$ cat src/rtl/clock_reset_gearbox_if.sv
// clock_reset_gearbox_if: slow SOC clock, its enable pulse and the SOC reset
interface clock_reset_gearbox_if;
    logic clk;
    logic clk_en;
    logic resetn;
    modport master (output clk, clk_en, resetn);
    modport slave  (input  clk, clk_en, resetn);
endinterface

$ cat src/rtl/clock_reset_gearbox.sv
// clock_reset_gearbox: divides board CLK into the SOC clock and produces one clean debounced reset per button press
module clock_reset_gearbox #(
    parameter int SLOW          = 21,
    parameter int DEBOUNCE_BITS = 16,
    parameter int HOLD          = 4
) (
    input  logic                   CLK,
    input  logic                   RESET,
    clock_reset_gearbox_if.master  bus
);
    localparam int HW = $clog2(HOLD) + 1;

    typedef enum logic [1:0] {S_ASSERT, S_DEBOUNCE, S_HOLD, S_RUN} state_t;

    state_t                   state, state_n;
    logic [DEBOUNCE_BITS-1:0] deb, deb_n;
    logic [HW-1:0]            hold, hold_n;
    logic [1:0]               sync;
    logic                     synced;
    logic                     clk_en;
    logic                     resetn_q;

    generate
        if (SLOW == 0) begin : g_bypass
            assign bus.clk = CLK;
            assign clk_en  = 1'b1;
        end else begin : g_div
            logic [SLOW-1:0] div;
            // free-running divider; the top bit is the slow clock and the all-ones decode is the enable
            always_ff @(posedge CLK or negedge RESET)
                if (!RESET) div <= '0;
                else        div <= div + 1'b1;
            assign bus.clk = div[SLOW-1];
            assign clk_en  = &div;
        end
    endgenerate

    assign synced     = sync[1];
    assign bus.clk_en = clk_en;
    assign bus.resetn = resetn_q;

    // next-state: wait for the synchronised release, debounce it, then hold for a few slow periods
    always_comb begin
        state_n = state;
        deb_n   = deb;
        hold_n  = hold;
        case (state)
            S_ASSERT: if (synced) begin
                state_n = S_DEBOUNCE;
                deb_n   = '0;
            end
            S_DEBOUNCE: begin
                deb_n = deb + 1'b1;
                if (deb_n == '1) begin
                    state_n = S_HOLD;
                    hold_n  = '0;
                end
            end
            S_HOLD: if (clk_en) begin
                hold_n = hold + 1'b1;
                if (hold == HW'(HOLD - 1)) state_n = S_RUN;
            end
            default: ;
        endcase
    end

    // any low level on RESET clears everything at once; resetn only rises on an enable edge (slow clk falling)
    always_ff @(posedge CLK or negedge RESET)
        if (!RESET) begin
            sync     <= '0;
            state    <= S_ASSERT;
            deb      <= '0;
            hold     <= '0;
            resetn_q <= 1'b0;
        end else begin
            sync     <= {sync[0], 1'b1};
            state    <= state_n;
            deb      <= deb_n;
            hold     <= hold_n;
            resetn_q <= (state_n == S_RUN);
        end
endmodule

$ cat src/flat_wrapper.sv
// flat-port wrapper written by rule: the top's interface ports become plain ports
module clock_reset_gearbox_flat 
#(
    parameter int SLOW          = 21,
    parameter int DEBOUNCE_BITS = 16,
    parameter int HOLD          = 4
)
  (CLK, RESET, bus_clk, bus_clk_en, bus_resetn);
  clock_reset_gearbox_if bus_i ();
  input  logic CLK;
  input  logic RESET;
  output wire logic [$bits(bus_i.clk)-1:0] bus_clk;
  output wire logic [$bits(bus_i.clk_en)-1:0] bus_clk_en;
  output wire logic [$bits(bus_i.resetn)-1:0] bus_resetn;
  assign bus_clk = bus_i.clk;
  assign bus_clk_en = bus_i.clk_en;
  assign bus_resetn = bus_i.resetn;
  clock_reset_gearbox #(.SLOW(SLOW), .DEBOUNCE_BITS(DEBOUNCE_BITS), .HOLD(HOLD)) u_core (.CLK(CLK), .RESET(RESET), .bus(bus_i));
endmodule
$ cat config.mk
export PLATFORM = sky130hd
export DESIGN_NAME = clock_reset_gearbox_flat
export DESIGN_NICKNAME = d
export VERILOG_FILES = /design/src/rtl/clock_reset_gearbox_if.sv /design/src/rtl/clock_reset_gearbox.sv /design/src/flat_wrapper.sv
export SDC_FILE = /design/constraint.sdc
export NUM_CORES = 1
export LEC_CHECK = 0
export CORE_UTILIZATION = 61
export CTS_BUF_LIST = sky130_fd_sc_hd__clkbuf_16
export CTS_CLUSTER_SIZE = 30
export DETAILED_ROUTE_END_ITERATION = 16
export PLACE_DENSITY = 0.78
export SYNTH_ARGS = -nofsm -noshare
export SYNTH_HDL_FRONTEND = slang
export SYNTH_SLANG_ARGS = --single-unit
$ cat constraint.sdc
create_clock -name CLK -period 3.2 [get_ports CLK]
set_input_delay 0.64 -clock CLK [delete_from_list [all_inputs] [get_ports CLK]]
set_output_delay 0.64 -clock CLK [all_outputs]
set_load 0.005 [all_outputs]
* Word level (Yosys, flattened, before mapping)
Index checks and enable logic that the tools add are counted.
** Cells by class
- Add/subtract/negate cells :: 3
- Equality and inequality tests :: 8
- Mux-type cells :: 10
- Reduce and logical (&&, ||, !) cells :: 6
** Operators with widths (number)
- 16-bit one-hot mux with 2 select lines :: 1
- 21-bit by 1-bit adder with 21-bit output (second input constant) :: 1
- 21-bit AND reduction :: 1
- 16-bit by 1-bit adder with 16-bit output (second input constant) :: 1
- 16-bit equality test (second input constant) :: 1
- 16-bit 2-to-1 mux :: 1
- 2-bit 2-to-1 mux :: 4
- 3-bit 2-to-1 mux :: 2
- 2-bit one-hot mux with 3 select lines :: 1
- 3-bit one-hot mux with 2 select lines :: 1
- 2-bit equality test (second input constant) :: 2
- 2-bit by 1-bit inequality test with 1-bit output (second input constant) :: 2
- 2-bit nonzero test :: 2
- 3-bit by 1-bit adder with 3-bit output (second input constant) :: 1
- 3-bit by 2-bit equality test with 1-bit output (second input constant) :: 1
- 3-bit AND reduction :: 1
- 2-bit by 1-bit equality test with 1-bit output (second input constant) :: 1
- 2-bit logical NOT :: 1
- 2-bit inequality test (second input constant) :: 1
- 2-bit AND reduction :: 1
** Word-level totals
- Flip-flop bits (word level) :: 45
- Bits of input ports :: 2
- Output and inout port bits :: 3

* Depth between registers and ports, before layout
Gate-level depths: netlist (run 1).
- Word-level depth :: 5
- Depth in mapped cells :: 8

* Worst setup path after synthesis (run 1)
OpenSTA, ideal clock, no wires.
- Path type :: register to register
- Start :: reg u_core.deb[0]
- End :: reg u_core.hold[1]
- Setup time :: 0.131 ns
- Data arrival time :: 2.324 ns
- Required time :: 3.069 ns
- Path slack :: 0.745 ns
- Cell stages (with the launch flop) :: 9
- Path buffers :: 1
- Clock period less this slack :: 2.455 ns
- Path through :: dfrtp_1 ha_1 and2_0 clkbuf_1 nor4b_1 o211ai_1 a2111oi_4 a211oi_1 or3_1
** Between the ends
- Longest elaborated chain between the ends :: 4
** Ends and longest elaborated chain
- from (decl) :: RTL line clock_reset_gearbox.sv:16 : logic [DEBOUNCE_BITS-1:0] deb, deb_n;
- from (signal assigned) :: RTL line clock_reset_gearbox.sv:78 : deb <= deb_n;
- 16-bit by 1-bit adder with 16-bit output :: RTL line clock_reset_gearbox.sv:53 : deb_n = deb + 1'b1;
- 16-bit equality test :: RTL line clock_reset_gearbox.sv:54 : if (deb_n == '1) begin
- 2-bit by 1-bit inequality test with 1-bit output (no line)
- 3-bit AND reduction (no line)
- to (signal assigned) :: RTL line clock_reset_gearbox.sv:79 : hold <= hold_n;
- to (decl) :: RTL line clock_reset_gearbox.sv:17 : logic [HW-1:0] hold, hold_n;
Every way passes these cells.
A chain may end at the register's enable or synchronous reset.

* Worst setup path after layout (run 1)
- Start :: reg u_core.g_div.div[0]
- End :: out bus_clk_en
** Between the ends
- Longest elaborated chain between the ends :: 1
** Ends and longest elaborated chain
- from (decl) :: RTL line clock_reset_gearbox.sv:28 : logic [SLOW-1:0] div;
- from (signal assigned) :: RTL line clock_reset_gearbox.sv:32 : else div <= div + 1'b1;
- 21-bit AND reduction :: RTL line clock_reset_gearbox.sv:34 : assign clk_en = &div;
- to (decl) :: RTL line flat_wrapper.sv:13 : output wire logic [$bits(bus_i.clk_en)-1:0] bus_clk_en;
Every way passes these cells.

==> out/metrics.cfg, run 1 <==
[run_status]
status = complete, no violations

[clock_network]
clk_latency_ns = 0.29
root_buffer = clkbuf_16
cts_setup_buffers = 0
clockBufferDepth = 2
numCtsBuffers = 5
htreeDepth = 2
cts.clk_slew.worst_paths_ns = 0.07
cts_hold_buf = 0
cts_tree = done
ctsResizeCount = 0
cts_sinks = 45

[finish]
multiInputGateArea_um2 = 1210
regArea_um2 = 1130
antenna_cells = 0
layout.nets = 270
syn2layout_area_growth_pct = 8.83
drive_above_1_share_pct = 7.69
fin_util_pct = 70.9
fillCellCount = 297

[power]
seq_power_share_pct = 42.4
ir_drop_mv = 0.391
power.density_nw_per_um2 = 573
p_sw_share_pct = 32.9
p_leak_nw = 1.14
power_switching_w = 0.000501
p_clk_share_pct = 33.4
comb_power_share_pct = 24.2
p_int_w = 0.00102

[synth]
async_flop_share_pct = 100
synth_compound_area_share_pct = 15.1
synth_fa_ha_area_share_pct = 4.62
synth_top_cell_by_area = dfrtp_1
synth_edf_count = 0
synth_area_leaders = dfrtp_1 46%, xnor2_1 6.1%, o21ai_0 4.7%
avgSynthCellArea_um2 = 9.60
synth_top_area_share_pct = 46.2
ys_ff_latch = 45
synth_mux_area_share_pct = 0.411
synth_xor_area_share_pct = 8.62
syn_inst = 254
synth_nets = 265
ys.flop_type = dfrtp_1
netlist_area_um2 = 2440
synth_top_family_by_area = simple AND/OR/NAND/NOR gates
ys_warn_count = 0
yosysMostFrequentCell = dfrtp_1
synth_common_cells = 45 x dfrtp_1, 24 x nand2_1, 23 x o21ai_0
synth-simple-area-share_pct = 20.9
ys_types = 44
ys_seq_area_share_pct = 46.2

[grt]
use_met2_pct = 36.6
grt_pass1_wl_mm = 7.82
antenna_found_initial = 0
grt.busiest_layer = met2
grt_overflow = 0
grt_max_degree = 46
grt_util_met1_pct = 33.7
grt_pass1_vias = 1735
gr-usage-all-layers_pct = 23.9
use_met3_pct = 3.99

[detailed_routing]
drc = 0
postRouteAntennaNets = 0
detail_route.wl_per_cell_um = 14.7
firstDrtPassIters = 5
totalWireLength_mm = 4.53
via_per_inst = 6.06
drt_iter0_markers = 135
vias = 1868

[critical_path]
crit_required_ns = 2.56
r2r_setup_slack_ns = 0.49
crit_type = flip-flop to output port
endpoint_kind = output port
cp_max_fo = 7
cp-start-kind = flip-flop
crit_arrival_ns = 2.22

[sta]
max_freq_ghz = 0.350
min_period_ns = 2.86
final.setup.tns_ns = 0
finalCritPeriodShare_pct = 89.4
rsz0062_at_grt = false
final_max_slew_viol_count = 0
hold_viol_final = 0
tightest_slew_ns = 0.944
relSlewSlack_pct = 37.0
fin_skew_ns = 0.00941
setup_violations = 0

[floorplanning]
die_y_um = 65.2
core_um2 = 3740
fp.dieW_um = 65.2
dieArea_um2 = 4250
rows = 22
num_io_pins = 5
initial_utilization_pct = 65.1

[job]
cap_violations = 0

[placed_design]
dp_hpwl_mm = 3.13
port_buffers = 4
place_congestion = 0.826

[hold_path]
hold_class = flip-flop to flip-flop

[final timing paths]
check | from | endpoint | depth (start not counted)
setup / recovery | u_core.g_div.div[0]$_DFF_PN0_ | bus_clk_en | 5
hold / removal | u_core.sync[0]$_DFF_PN0_ | u_core.sync[1]$_DFF_PN0_ | 0
setup reg to reg | u_core.deb[0]$_DFFE_PN0P_ | u_core.hold[1]$_DFFE_PN0P_ | 7
hold reg to reg | u_core.sync[0]$_DFF_PN0_ | u_core.sync[1]$_DFF_PN0_ | 0
max in group asynchronous | RESET | u_core.g_div.div[1]$_DFF_PN0_ | 1
min in group asynchronous | RESET | u_core.hold[2]$_DFFE_PN0P_ | 1
[placed cells by master (no fill, tap or decap), drive strengths merged, types with 2 or more instances in the layout]
cell type and instances:
nor2 17, o31ai 3, nor3 2, buf 4, o21ai 23, inv 14, nor4 3, and4 6
nand2 24, o211ai 3, clkbuf 5, a31oi 5, and3 3, a21oi 12, or3 2, nand4 16
clkdlybuf4s50 3, xnor2 17, nand3 17, ha 9, dfrtp 45, xor2 7
[layout make-up]
type,count,share of cell area [%]
multi-input cells,187,45.8
flip-flops and latches,45,42.5
clock buffers,5,4.72
well taps,48,2.26
repair buffers,7,2.17
inverters,13,1.84
clock inverters,3,0.802
[critical path: stages (launching register included)]
cell             delay (ns)
dfrtp_1                0.42
ha_1                   0.28
nand2_1                0.10
nor4_2                 0.22
and4_1                 0.38
clkdlybuf4s50_1        0.54
[power by group through the flow]
| stage | Combinational, W | Clock [W] | Sequential (W) |
|---|---|---|---|
| 3_3_place_gp | 0.000358 | 0 | 0.000651 |
| 6_report | 0.000368 | 0.000508 | 0.000644 |
| 3_5_place_dp | 0.000360 | 0 | 0.000654 |
| 2_1_floorplan | 0.000286 | 0 | 0.000637 |
| 4_1_cts | 0.000365 | 0.000513 | 0.000644 |
| 5_1_grt | 0.000413 | 0.000535 | 0.000653 |
[sequential cells by signal, indices dropped and copies added, names as in the netlist]
name	count
u_core.deb	16
u_core.bus.resetn	1
u_core.state	2
u_core.g_div.div	21
u_core.sync	2
u_core.hold	3
[logic make-up after synthesis]
| group | Yosys count |
|---|---|
| and+or+nand+nor | 95 |
| AOI/OAI and AO/OA | 57 |
| DFF | 45 |
| xor gates and xnor gates | 24 |
| buffers and inverters | 22 |
| adders and majority gates | 9 |
| other | 1 |
| muxes | 1 |
[per-stage QoR]
stage / power (W) / instances / area [um2] / hold WS (ns) / setup slack [ns]
2_1_floorplan: 0.000923 / 254 / 2440 / 0.331 / 0.745
3_3_place_gp: 0.00101 / 300 / 2510 / 0.335 / 0.631
3_5_place_dp: 0.00101 / 300 / 2510 / 0.341 / 0.536
4_1_cts: 0.00152 / 308 / 2650 / 0.356 / 0.321
5_1_grt: 0.00160 / 308 / 2650 / 0.367 / 0.199
6_report: 0.00152 / 308 / 2650 / 0.353 / 0.340
[routing by layer]
metal / vias to the layer above / wire length [um]
li1: 926 / -
met1: 881 / 2110
met2: 54 / 2090
met3: 7 / 284
met4: 0 / 48
met5: - / 0
Note: power is estimated with default switching activity, not from simulation.
==> run 2, diff against run 1 <==
CORE_UTILIZATION = 55   (was 61)
PLACE_DENSITY = 0.75   (was 0.78)
clock period = 2.4 ns   (was 3.2 ns; I/O delays follow)
==> run 2 against run 1 <==
Against the previous run: worst hold slack worse by 0.29 ns; cell count up 4.9%; sequential cell count unchanged; power increased by 45%; count of clock-buffer cells in the layout did not move; clock skew is 0.0050 ns lower; die area increased by 11%; combinational power rose by 50%; sequential share of layout area shrank 2.4 points; wire length increased by 7.1%; worst setup slack got worse by 0.20 ns; critical path type is now flip-flop to flip-flop; critical endpoint is now u_core.bus.resetn$_DFF_PN0_.
==> out/metrics.cfg, run 2 (same netlist as run 1, synthesis figures left out) <==
[detailed_routing]
drt_iter0_markers = 169
postRouteAntennaNets = 0
firstDrtPassIters = 4
via_per_inst = 5.99
drc = 0
totalWireLength_mm = 4.86
detail_route.wl_per_cell_um = 15.0
vias = 1935

[floorplanning]
num_io_pins = 5
initial_utilization_pct = 59.2
rows = 23
fp.dieW_um = 68.6
core_um2 = 4120
die_y_um = 68.6
dieArea_um2 = 4700

[grt]
gr-usage-all-layers_pct = 24.0
grt_overflow = 0
antenna_found_initial = 0
grt_util_met1_pct = 31.1
use_met2_pct = 40.3
grt_pass1_wl_mm = 8.17
grt_max_degree = 34
grt_pass1_vias = 1770
grt.busiest_layer = met2
use_met3_pct = 4.77

[critical_path]
path_depth = 8
crit_required_ns = 2.61
critPathTopFamily = compound AO/OA/AOI/OAI gates
crit_path_top_delay_cell = or3_2
crit_path_max_incr_delay_ns = 0.44
cp-start-kind = flip-flop
crit_arrival_ns = 2.47
crit_type = flip-flop to flip-flop
worst-path-buf-inv = 1
path_cells = ha_4 -> nand2_1 -> o31a_2 -> o211ai_1 -> a2111oi_4 -> buf_4 -> or3_2 -> a31oi_1
reg2regPathDepth = 8
cp_max_fo = 8
r2r_setup_slack_ns = 0.14
endpoint_kind = flip-flop

[sta]
final_max_slew_viol_count = 0
holdWs_ns = 0.0645
min_period_ns = 2.26
fin_skew_ns = 0.00439
setup_violations = 0
max_freq_ghz = 0.442
hold_viol_final = 0
final.setup.tns_ns = 0
rsz0062_at_grt = false
finalCritPeriodShare_pct = 94.2

[finish]
drive_above_1_share_pct = 13.2
final_common_cell = dfrtp_1
fin_util_pct = 68.3
antenna_cells = 0
syn2layout_area_growth_pct = 15.3
largestRegisters = u_core.g_div.div (21), u_core.deb (16), u_core.hold (3)
layout.nets = 283
largest_reg_flops = 21
top_register = u_core.g_div.div
layout_common_cells = 45 x dfrtp_1, 24 x nand2_1, 23 x o21ai_0
fin_area_um2 = 2810

[clock_network]
cts_sinks = 45
clockBufferDepth = 2
clk_latency_ns = 0.29
cts.clk_slew.worst_paths_ns = 0.07
cts_tree = done
root_buffer = clkbuf_16
numCtsBuffers = 5
cts_hold_buf = 0
htreeDepth = 2

[power]
p_leak_nw = 1.24
ir_drop_mv = 0.529
seq_power_share_pct = 38.3
power_switching_w = 0.000697
p_sw_share_pct = 31.6
power.density_nw_per_um2 = 785
power_w = 0.00220
p_clk_share_pct = 36.7
comb_power_share_pct = 25.1
p_int_w = 0.00151

[placed_design]
dp_hpwl_mm = 3.15
port_buffers = 4
dpl_cell_area_um2 = 2580
place_congestion = 0.893

[job]
cap_violations = 0

[hold_path]
hold_class = primary input to async pin

[run_status]
status = complete, no violations

==> run 2: path summary, 6_finish.rpt <==
path | start | endpoint
worst max-delay path | u_core.deb[1]$_DFFE_PN0P_ | u_core.bus.resetn$_DFF_PN0_
worst min register to register | u_core.sync[0]$_DFF_PN0_ | u_core.sync[1]$_DFF_PN0_
min in group CLK | u_core.sync[0]$_DFF_PN0_ | u_core.sync[1]$_DFF_PN0_
max in group asynchronous | RESET | u_core.deb[11]$_DFFE_PN0P_
worst max register to register | u_core.deb[1]$_DFFE_PN0P_ | u_core.bus.resetn$_DFF_PN0_
worst min-delay path | RESET | u_core.hold[2]$_DFFE_PN0P_
==> run 2: cell type report <==
| cell class | count | area, um2 |
|---|---|---|
| clock buffers | 5 | 125 |
| clock inverters | 3 | 50.0 |
| fillers | 318 | 1310 |
| inverters | 13 | 48.8 |
| multi-input cells | 187 | 1240 |
| flip-flops and latches | 45 | 1130 |
| well taps | 50 | 62.6 |
| repair buffers | 20 | 154 |
==> run 2: layer usage <==
layer / up-vias / share of wire [%]
li1: 955 / -
met1: 948 / 49
met2: 27 / 48
met3: 5 / 2.6
met4: 0 / 0.87
met5: - / 0
==> run 2: metrics by stage <==
step,std cells,worst slack [ns]
after floorplan,254,0.00987
final,323,0.138
after global routing,323,0.0100
after detailed placement,310,0.106
after CTS,323,0.0884
after global placement,310,0.168
==> run 2: power groups by stage <==
stage	registers, W	logic (W)	clock network [W]
detailed placement	0.000850	0.000544	0
global placement	0.000848	0.000533	0
finish	0.000844	0.000553	0.000808
CTS	0.000836	0.000549	0.000813
floorplan	0.000850	0.000384	0
global route	0.000848	0.000622	0.000846
==> run 2: what timing repair did <==
item	4_1_cts	5_1_grt
endpoints found under the setup margin	1	4
resized for setup	3	2
setup buffers	5	0
pin swaps	3	2
==> run 3, diff against run 2 <==
SLEW_MARGIN = 20   (was not set)
==> results of run 3 <==
Final layout, timing and power as in run 2 (identical DEF).
